[config.mk]
export PLATFORM = sky130hd
export DESIGN_NAME = ps2_host_tx
export DESIGN_NICKNAME = d
export VERILOG_FILES = /design/src/rtl/ps2_pkg.sv /design/src/rtl/ps2_line_sync.sv /design/src/rtl/ps2_host_tx.sv
export SDC_FILE = /design/constraint.sdc
export NUM_CORES = 1
export LEC_CHECK = 0
export ABC_AREA = 1
export ABC_CLOCK_PERIOD_IN_PS = 1750
export BUFFER_PORTS_ARGS = -buffer_cell sky130_fd_sc_hd__buf_4
export CORE_MARGIN = 3
export CORE_UTILIZATION = 53
export CTS_CLUSTER_DIAMETER = 150
export DETAILED_ROUTE_END_ITERATION = 16
export GPL_ROUTABILITY_DRIVEN = 0
export PLACE_DENSITY = 0.72
export SLEW_MARGIN = 20
export SYNTH_ARGS = -nofsm -noshare
export SYNTH_HDL_FRONTEND = slang
export SYNTH_SLANG_ARGS = --single-unit
[constraint.sdc]
create_clock -name clk -period 1.75 [get_ports clk]
set_clock_uncertainty 0.1 [all_clocks]
set_input_delay 0.0875 -clock clk [delete_from_list [all_inputs] [get_ports clk]]
set_output_delay 0.0875 -clock clk [all_outputs]
set_load 0.02 [all_outputs]
[src/rtl/ps2_pkg.sv]
// Shared PS/2 definitions: FSM state encoding, frame geometry, retry limit, timing helper.
// Latency: n/a (package only).
// Backpressure: n/a (package only).
package ps2_pkg;

    typedef enum logic [2:0] {
        IDLE,
        INHIBIT,
        REQ,
        SHIFT,
        ACK,
        WAIT_IDLE
    } ps2_state_e;

    // data[7:0] + parity + stop; the start bit is driven during REQ
    localparam int PS2_FRAME_BITS  = 10;
    localparam int PS2_MAX_RETRIES = 2;

    // Convert a microsecond interval into system clock cycles (64-bit intermediate avoids overflow)
    function automatic int us_to_cycles(input longint clk_hz, input longint us);
        longint cyc;
        cyc = (clk_hz * us) / longint'(1000000);
        return int'(cyc);
    endfunction

endpackage

[src/rtl/ps2_line_sync.sv]
// 2-FF synchronizer for the PS/2 clock and data pins with registered falling-edge strobes.
// Latency: synced level 2 cycles after the pin, fall strobe 3 cycles after the pin edge.
// Backpressure: none; free-running sampler.
module ps2_line_sync (
    input  logic clk,
    input  logic reset,
    input  logic clk_pin_i,
    input  logic data_pin_i,
    output logic clk_sync_o,
    output logic data_sync_o,
    output logic clk_fall_o,
    output logic data_fall_o
);

    logic [1:0] clk_meta_q;
    logic [1:0] data_meta_q;
    logic       clk_prev_q;
    logic       data_prev_q;
    logic       clk_fall_q;
    logic       data_fall_q;

    // Synchronize both pins (idle-high bus) and register 1->0 transitions of the synced levels
    always_ff @(posedge clk) begin
        if (reset) begin
            clk_meta_q  <= 2'b11;
            data_meta_q <= 2'b11;
            clk_prev_q  <= 1'b1;
            data_prev_q <= 1'b1;
            clk_fall_q  <= 1'b0;
            data_fall_q <= 1'b0;
        end else begin
            clk_meta_q  <= {clk_meta_q[0], clk_pin_i};
            data_meta_q <= {data_meta_q[0], data_pin_i};
            clk_prev_q  <= clk_meta_q[1];
            data_prev_q <= data_meta_q[1];
            clk_fall_q  <= clk_prev_q & ~clk_meta_q[1];
            data_fall_q <= data_prev_q & ~data_meta_q[1];
        end
    end

    assign clk_sync_o  = clk_meta_q[1];
    assign data_sync_o = data_meta_q[1];
    assign clk_fall_o  = clk_fall_q;
    assign data_fall_o = data_fall_q;

endmodule

[src/rtl/ps2_host_tx.sv]
// Host-to-device PS/2 command transmitter (inhibit, request-to-send, 10 bits out, ACK, line idle).
// Latency: ~C_INHIBIT_US plus 11 device clocks per frame; done pulses one cycle at frame end.
// Backpressure: tx_ready low whenever busy; tx_valid while busy is ignored. Retries under PS2_HOST_TX_RETRY_EN.
module ps2_host_tx
    import ps2_pkg::*;
#(
    parameter int C_CLK_HZ           = 25000000,
    parameter int C_INHIBIT_US       = 100,
    parameter int C_START_TIMEOUT_US = 15000,
    parameter int C_BIT_TIMEOUT_US   = 2000
) (
    input  logic       clk,
    input  logic       reset,
    input  logic [7:0] tx_data,
    input  logic       tx_valid,
    output logic       tx_ready,
    input  logic       ps2_clk_i,
    input  logic       ps2_data_i,
    output logic       ps2_clk_oe,
    output logic       ps2_data_oe,
    output logic       busy,
    output logic       done,
    output logic       ack_ok,
    output logic       err_timeout
);

    localparam int INH_CYC   = us_to_cycles(C_CLK_HZ, C_INHIBIT_US);
    localparam int START_CYC = us_to_cycles(C_CLK_HZ, C_START_TIMEOUT_US);
    localparam int BIT_CYC   = us_to_cycles(C_CLK_HZ, C_BIT_TIMEOUT_US);
    localparam int WD_MAX    = (START_CYC > BIT_CYC) ? START_CYC : BIT_CYC;
    localparam int WD_W      = $clog2(WD_MAX) + 1;
    localparam int INH_W     = $clog2(INH_CYC) + 1;

    // Counters run down to zero, so loads are one less than the interval length
    localparam logic [INH_W-1:0] INH_LOAD   = INH_W'(INH_CYC - 1);
    localparam logic [WD_W-1:0]  START_LOAD = WD_W'(START_CYC - 1);
    localparam logic [WD_W-1:0]  BIT_LOAD   = WD_W'(BIT_CYC - 1);

    ps2_state_e       state_q;
    logic [7:0]       byte_q;
    logic             parity_q;
    logic [9:0]       frame_q;
    logic [3:0]       bitcnt_q;
    logic [INH_W-1:0] inh_cnt_q;
    logic [WD_W-1:0]  wd_q;
    logic             ack_q;
    logic             tx_ready_q;
    logic             busy_q;
    logic             done_q;
    logic             ack_ok_q;
    logic             err_timeout_q;
    logic             clk_oe_q;
    logic             data_oe_q;

    logic clk_sync;
    logic data_sync;
    logic clk_fall;
    logic data_fall_unused;

    ps2_line_sync u_sync (
        .clk         (clk),
        .reset       (reset),
        .clk_pin_i   (ps2_clk_i),
        .data_pin_i  (ps2_data_i),
        .clk_sync_o  (clk_sync),
        .data_sync_o (data_sync),
        .clk_fall_o  (clk_fall),
        .data_fall_o (data_fall_unused)
    );

    logic wd_active;
    logic finish_ev;
    logic timeout_ev;
    logic attempt_end;
    logic attempt_ok;
    logic retry_left;

    // Line-idle completion wins over a simultaneous expiry, and a fall in the expiry cycle counts as a fall
    assign wd_active   = state_q inside {REQ, SHIFT, ACK, WAIT_IDLE};
    assign finish_ev   = (state_q == WAIT_IDLE) && clk_sync && data_sync;
    assign timeout_ev  = wd_active && (wd_q == '0) && !clk_fall && !finish_ev;
    assign attempt_end = finish_ev || timeout_ev;
    assign attempt_ok  = finish_ev && ack_q;

`ifdef PS2_HOST_TX_RETRY_EN
    logic [1:0] retry_q;

    assign retry_left = (retry_q < 2'(PS2_MAX_RETRIES));

    // Count failed attempts of the current byte; cleared when a new byte is accepted
    always_ff @(posedge clk) begin
        if (reset) begin
            retry_q <= 2'd0;
        end else if (state_q == IDLE && tx_valid && tx_ready_q) begin
            retry_q <= 2'd0;
        end else if (attempt_end && !attempt_ok && retry_left) begin
            retry_q <= retry_q + 2'd1;
        end
    end
`else
    assign retry_left = 1'b0;
`endif

    // Frame sequencer: all outputs are registered alongside the state
    always_ff @(posedge clk) begin
        if (reset) begin
            state_q       <= IDLE;
            byte_q        <= 8'h00;
            parity_q      <= 1'b0;
            frame_q       <= 10'h000;
            bitcnt_q      <= 4'd0;
            inh_cnt_q     <= '0;
            wd_q          <= '0;
            ack_q         <= 1'b0;
            tx_ready_q    <= 1'b1;
            busy_q        <= 1'b0;
            done_q        <= 1'b0;
            ack_ok_q      <= 1'b0;
            err_timeout_q <= 1'b0;
            clk_oe_q      <= 1'b0;
            data_oe_q     <= 1'b0;
        end else begin
            done_q        <= 1'b0;
            ack_ok_q      <= 1'b0;
            err_timeout_q <= 1'b0;
            if (attempt_end) begin
                if (attempt_ok || !retry_left) begin
                    state_q       <= IDLE;
                    tx_ready_q    <= 1'b1;
                    busy_q        <= 1'b0;
                    clk_oe_q      <= 1'b0;
                    data_oe_q     <= 1'b0;
                    done_q        <= 1'b1;
                    ack_ok_q      <= attempt_ok;
                    err_timeout_q <= timeout_ev;
                end else begin
                    // Another attempt with the same latched byte
                    state_q   <= INHIBIT;
                    clk_oe_q  <= 1'b1;
                    data_oe_q <= 1'b0;
                    inh_cnt_q <= INH_LOAD;
                end
            end else begin
                if (wd_active && wd_q != '0) begin
                    wd_q <= wd_q - WD_W'(1);
                end
                case (state_q)
                    IDLE: begin
                        if (tx_valid && tx_ready_q) begin
                            byte_q     <= tx_data;
                            parity_q   <= ~^tx_data;
                            bitcnt_q   <= 4'd0;
                            state_q    <= INHIBIT;
                            tx_ready_q <= 1'b0;
                            busy_q     <= 1'b1;
                            clk_oe_q   <= 1'b1;
                            inh_cnt_q  <= INH_LOAD;
                        end
                    end
                    INHIBIT: begin
                        if (inh_cnt_q == '0) begin
                            state_q   <= REQ;
                            clk_oe_q  <= 1'b0;
                            data_oe_q <= 1'b1;
                            wd_q      <= START_LOAD;
                            frame_q   <= {1'b1, parity_q, byte_q};
                            bitcnt_q  <= 4'd0;
                        end else begin
                            inh_cnt_q <= inh_cnt_q - INH_W'(1);
                            // Start bit goes low in the last inhibit cycle
                            if (inh_cnt_q == INH_W'(1)) begin
                                data_oe_q <= 1'b1;
                            end
                        end
                    end
                    REQ: begin
                        if (clk_fall) begin
                            data_oe_q <= ~frame_q[0];
                            frame_q   <= {1'b0, frame_q[9:1]};
                            bitcnt_q  <= 4'd1;
                            wd_q      <= BIT_LOAD;
                            state_q   <= SHIFT;
                        end
                    end
                    SHIFT: begin
                        if (clk_fall) begin
                            data_oe_q <= ~frame_q[0];
                            frame_q   <= {1'b0, frame_q[9:1]};
                            bitcnt_q  <= bitcnt_q + 4'd1;
                            wd_q      <= BIT_LOAD;
                            if (bitcnt_q == 4'(PS2_FRAME_BITS - 1)) begin
                                state_q <= ACK;
                            end
                        end
                    end
                    ACK: begin
                        if (clk_fall) begin
                            ack_q   <= ~data_sync;
                            wd_q    <= BIT_LOAD;
                            state_q <= WAIT_IDLE;
                        end
                    end
                    WAIT_IDLE: begin
                        // Exit handled by finish_ev above
                    end
                    default: begin
                        state_q <= IDLE;
                    end
                endcase
            end
        end
    end

    assign tx_ready    = tx_ready_q;
    assign busy        = busy_q;
    assign done        = done_q;
    assign ack_ok      = ack_ok_q;
    assign err_timeout = err_timeout_q;
    assign ps2_clk_oe  = clk_oe_q;
    assign ps2_data_oe = data_oe_q;

endmodule
=== After elaboration in Yosys (flattened, before gate mapping) ===
Cells that the tools add are included.

* Register bits after elaboration: 73
* Latch bits: 0
* Bits in writable memories: 0
* Memory bits (read-only): 0
* Bits of input ports: 13
* Output and inout bits: 7
* Word-level logic and storage cells: 107
* Memories kept: 0

* Add/subtract/negate cells: 3
* Multipliers: 0
* Divide/modulo/power cells: 0
* Order comparisons: 0
* Equal/unequal tests: 16
* Shift operators: 0
* Multiplexer cells: 30
* Bitwise operators: 6
* Reductions and logical operators: 33

{| class="wikitable"
|+ Operators by type and width
! operator !! count
|-
| 20-bit 2-to-1 mux || 3
|-
| 20-bit one-hot mux with 2 select lines || 1
|-
| 13-bit 2-to-1 mux || 2
|-
| 13-bit one-hot mux with 2 select lines || 1
|-
| 20-bit logical NOT || 1
|-
| 10-bit 2-to-1 mux || 2
|-
| 10-bit one-hot mux with 2 select lines || 1
|-
| 20-bit nonzero test || 1
|-
| 20-bit by 1-bit subtractor with 20-bit output (second input constant) || 1
|-
| 3-bit 2-to-1 mux || 6
|-
| 3-bit one-hot mux with 6 select lines || 1
|-
| 4-bit 2-to-1 mux || 4
|-
| 4-bit one-hot mux with 4 select lines || 1
|-
| 13-bit by 1-bit equality test with 1-bit output (second input constant) || 1
|-
| 13-bit logical NOT || 1
|-
| 13-bit by 1-bit subtractor with 13-bit output (second input constant) || 1
|-
| 3-bit AND reduction || 4
|-
| 2-bit by 1-bit != test with 1-bit output (second input constant) || 5
|-
| 1-bit logical AND || 8
|-
| 4-bit AND reduction || 2
|-
| 4-bit nonzero test || 2
|-
| 8-bit XNOR reduction || 1
|-
| 7-bit AND reduction || 1
|-
| 3-bit by 2-bit equality test with 1-bit output (second input constant) || 2
|-
| 18 further kinds || 35
|}

=== Longest topological paths before layout ===
* Word-level depth: 8
* Gate-level depth with buffers: 14
* Mapped depth without buffers: 14

=== Cells and area by module ===
A second synthesis with hierarchy kept.

* Cell total of the unflattened synthesis: 515
* Area total of the unflattened synthesis: 3721.1 µm²

{| class="wikitable"
|+ By module, submodules not included
! module !! times used !! cells an instance !! area an instance (µm²) !! seq. area each (µm²)
|-
| ps2_host_tx || 1 || 494 || 3502.1 || 1341.3
|-
| ps2_line_sync || 1 || 21 || 219.0 || 160.2
|}

=== Worst setup path before layout ===
OpenSTA, ideal clock, no wires.

* Kind: register to register
* Start: register inh_cnt_q[0]
* End: register bitcnt_q[2]
* Arrival time: 1.507 ns
* Data required time: 1.520 ns
* Path slack: 0.014 ns
* Cell stages (with the launch flop): 10
* Path buffers: 0
* Clock period less this slack: 1.736 ns
* Cells stage by stage: dfxtp_1 -> inv_1 -> ha_1 -> nand2_1 -> nor2_2 -> nand3_2 -> nand2_2 -> nand3_1 -> o21ai_0 -> nor3b_1

* Longest elaborated chain between the ends: 3

{| class="wikitable"
|+ RTL lines
! element !! line !! text
|-
| start, declared || ps2_host_tx.sv:44 || <nowiki>logic [INH_W-1:0] inh_cnt_q;</nowiki>
|-
| start signal, assigned || ps2_host_tx.sv:169 || <nowiki>inh_cnt_q <= inh_cnt_q - INH_W'(1);</nowiki>
|-
| 13-bit logical NOT || ps2_host_tx.sv:161 || <nowiki>if (inh_cnt_q == '0) begin</nowiki>
|-
| 2-bit != test (no source line) || - ||
|-
| 6-bit AND reduction (no source line) || - ||
|-
| end signal, assigned || ps2_host_tx.sv:189 || <nowiki>bitcnt_q <= bitcnt_q + 4'd1;</nowiki>
|-
| end, declared || ps2_host_tx.sv:43 || <nowiki>logic [3:0] bitcnt_q;</nowiki>
|}

No other way between the ends.
A chain may end at the register's enable or synchronous reset.

=== Worst setup path in the final report ===
* Start: register wd_q[8]
* End: register wd_q[9]

* Longest elaborated chain between the ends: 5
* Elaborated cells on any way between the ends: 12
* Those cells by class: add/sub: 1; mux: 4; reduce/logical: 7

{| class="wikitable"
|+ RTL lines
! element !! line !! text
|-
| start, declared || ps2_host_tx.sv:45 || <nowiki>logic [WD_W-1:0] wd_q;</nowiki>
|-
| start signal, assigned || ps2_host_tx.sv:145 || <nowiki>wd_q <= wd_q - WD_W'(1);</nowiki>
|-
| branches (longest 5 deep; another with 20-bit by 1-bit subtractor with 20-bit output) || - ||
|}

Several ways; the timed one is not identified.

==> reports/metrics.cfg <==
[cts]
cts_made_buffers=9
cts_root_buffer=clkbuf_8
clk_path_buf_depth=2
clk_latency_ns=0.37
clock_sinks=73
clk_pin_slew_ns=0.08
cts_tree=done
htreeDepth=3

[floorplan]
fp.dieH_um=90.94
fp.coreArea_um2=6907
start_util_pct=55.36
die_area_um2=8270
ios=20
die_width_um=90.94
rows=30

[detailed_routing]
drtIter0Drc=321
vias_per_cell=5.627
firstDrtPassIters=6
wl_per_cell_um=16.62
vias=4327
finalWirelength_mm=12.78
antenna_left=0
route.detailed.drc=0

[sta]
period_minus_slack_ns=1.937
rsz0062_at_grt=yes
slew_headroom_pct=78.36
hold_slack_ns=0.01013
setup_viol=19
fmax_ghz=0.5162
hold_violations=0
fin_ws_ns=-0.1871
tightest_slew_ns=0.3222
tns_ns=-1.003
finalMaxSlewViolations=0
fin_crit_sh_pct=110.7

[power]
p_per_area_nw_per_um2=2214
p_leak_nw=2.586
peakVddDrop_mv=1.270

[setup_path]
criticalPathCategory=flip-flop to flip-flop
crit_arrival_ns=2.14
start_kind=flip-flop
critPathRequiredTime_ns=1.95
critPathMaxFanout=9
end_kind=flip-flop

[hold_path]
hold_class=primary input to flip-flop

[global_route]
grt_pass1_vias=4008
grt_first_pass_wirelength_mm=18.37
grt.total_usage_pct=27.25
antenna_found_initial=0
grt_max_degree=29
grt-ovfl-total=0

[final_layout]
final_cell_mix=103 x buf_4, 87 x nand2_1, 62 x dfxtp_1
mostFrequentLayoutCell=buf_4
syn2layout_area_growth_pct=48.13
diodes=0
fin_nets=688
drive_above_1_share_pct=40.71

[flow_run]
drv_cap=0

[synthesis]
ys.flop_type=dfxtp_1
synth_warnings=0
synth.distinct_cells=40
ys_ff_latch=73
ys_seq_area_share_pct=38.22
synth_area_leaders=dfxtp_1 38%, nand2_1 10%, nor2_1 8.0%, o21ai_0 6.8%, inv_1 5.3%
ys_async_sr_fraction_pct=0
syn-num-nets=562
syn_inst=543
synth_top_area_share_pct=38.22
synth_edf_count=0
synth_area_um2=3824
syn_avg_cell_area_um2=7.042
yosysTopAreaCell=dfxtp_1

[run_status]
status=complete, but fails checks
failed_checks=setup timing

[place]
dp_hpwl_mm=7.429
place.port_buffers=19

registers in the layout, indices dropped and copies added, names as in the netlist, 2 cells and up:
| register | cells |
|---|---|
| state_q | 3 |
| byte_q | 8 |
| wd_q | 20 |
| frame_q | 10 |
| bitcnt_q | 4 |
| inh_cnt_q | 13 |
| u_sync.clk_meta_q | 2 |
| u_sync.data_meta_q | 2 |
kinds of logic after synthesis:
logic type | after synthesis | share of synthesized area (%)
AND/OR/NAND/NOR | 274 | 33.44
adder cells (fa/ha/maj) | 6 | 1.963
XOR/XNOR | 20 | 4.581
AO/OA/AOI/OAI | 93 | 13.55
buffers and inverters | 77 | 8.246
flip-flops | 73 | 38.22
routing by layer:
metal  global-route usage, %  routed length, um
met1                   32.01               4941
met2                   45.92               6398
met3                   5.800                794
met4                   15.33                644
met5                       0                  0
worst max-delay path: stages, from the launching register on:
cell	delay, ns
dfxtp_2	0.34
nor2_4	0.13
nand2_2	0.09
nor2_4	0.16
buf_6	0.12
nand3_4	0.08
nor2_4	0.16
nor2_4	0.08
nor2_4	0.20
inv_4	0.11
o21ai_2	0.09
nand2_1	0.11
nand2_1	0.09
power breakdown:
group / switching, W / leakage [nW] / internal [W] / total (W)
Combinational: 0.00472 / 1.86 / 0.00346 / 0.00818
Clock: 0.000685 / 0.127 / 0.00109 / 0.00177
Sequential: 0.000399 / 0.602 / 0.00219 / 0.00259
path summary, 6_finish.rpt:
check,slack (ns),cells past startpoint,startpoint,endpoint
worst max-delay path,-0.19,12,wd_q[8]$_SDFFE_PP0N_,wd_q[9]$_SDFFE_PP0N_
worst min-delay path,0.01,4,reset,err_timeout$_SDFF_PP0_
worst min register to register,0.32,2,u_sync.clk_prev_q$_SDFF_PP1_,u_sync.clk_fall_o$_SDFF_PP0_
worst max register to register,-0.19,12,wd_q[8]$_SDFFE_PP0N_,wd_q[9]$_SDFFE_PP0N_
cells in the mapped netlist (5+ instances only):
library cell  instances
nand3_1              29
nor2_1               81
a31oi_1              12
a21oi_1              14
inv_1                54
ha_1                  6
nor3_1               16
nor2_2                7
inv_2                10
xnor2_1               8
nand2_2               6
dfxtp_1              73
o21ai_0              52
nand2_1             104
clkbuf_1              8
or2_2                 5
xor2_1               12
nor2_4                6
final cells by class:
cell class,count,area (um^2)
multi-input combinational,394,2514
sequential,73,1483
tap,96,120.1
clock buffer,10,127.6
timing repair inverter,1,8.758
clock inverter,5,128.9
fill,441,1242
timing repair buffer,125,1008
inverter,65,274.0
stage by stage:
step	instance area (um^2)	cells	setup WS, ns	power (W)	util [%]
2_1_floorplan	3824	543	0.01383	0.006125	-
3_3_place_gp	4566	719	-0.1187	0.008083	66.11
3_5_place_dp	4566	719	-0.1552	0.008255	66.11
4_1_cts	5165	758	-0.01600	0.01073	74.78
5_1_grt	5664	769	-0.2411	0.01327	82.01
6_report	5664	769	-0.1871	0.01254	82.01
what timing repair did:
| item | in CTS | in global routing |
|---|---|---|
| setup buffers | 14 | 11 |
| pin swaps | 20 | 33 |
| gates cloned | 0 | 2 |
| resized for setup | 54 | 122 |
| endpoints found under the hold margin | 10 | 0 |
| hold buffers | 10 | 0 |
| setup endpoints to repair | 34 | 51 |
Note: power is estimated with default switching activity, not from simulation.
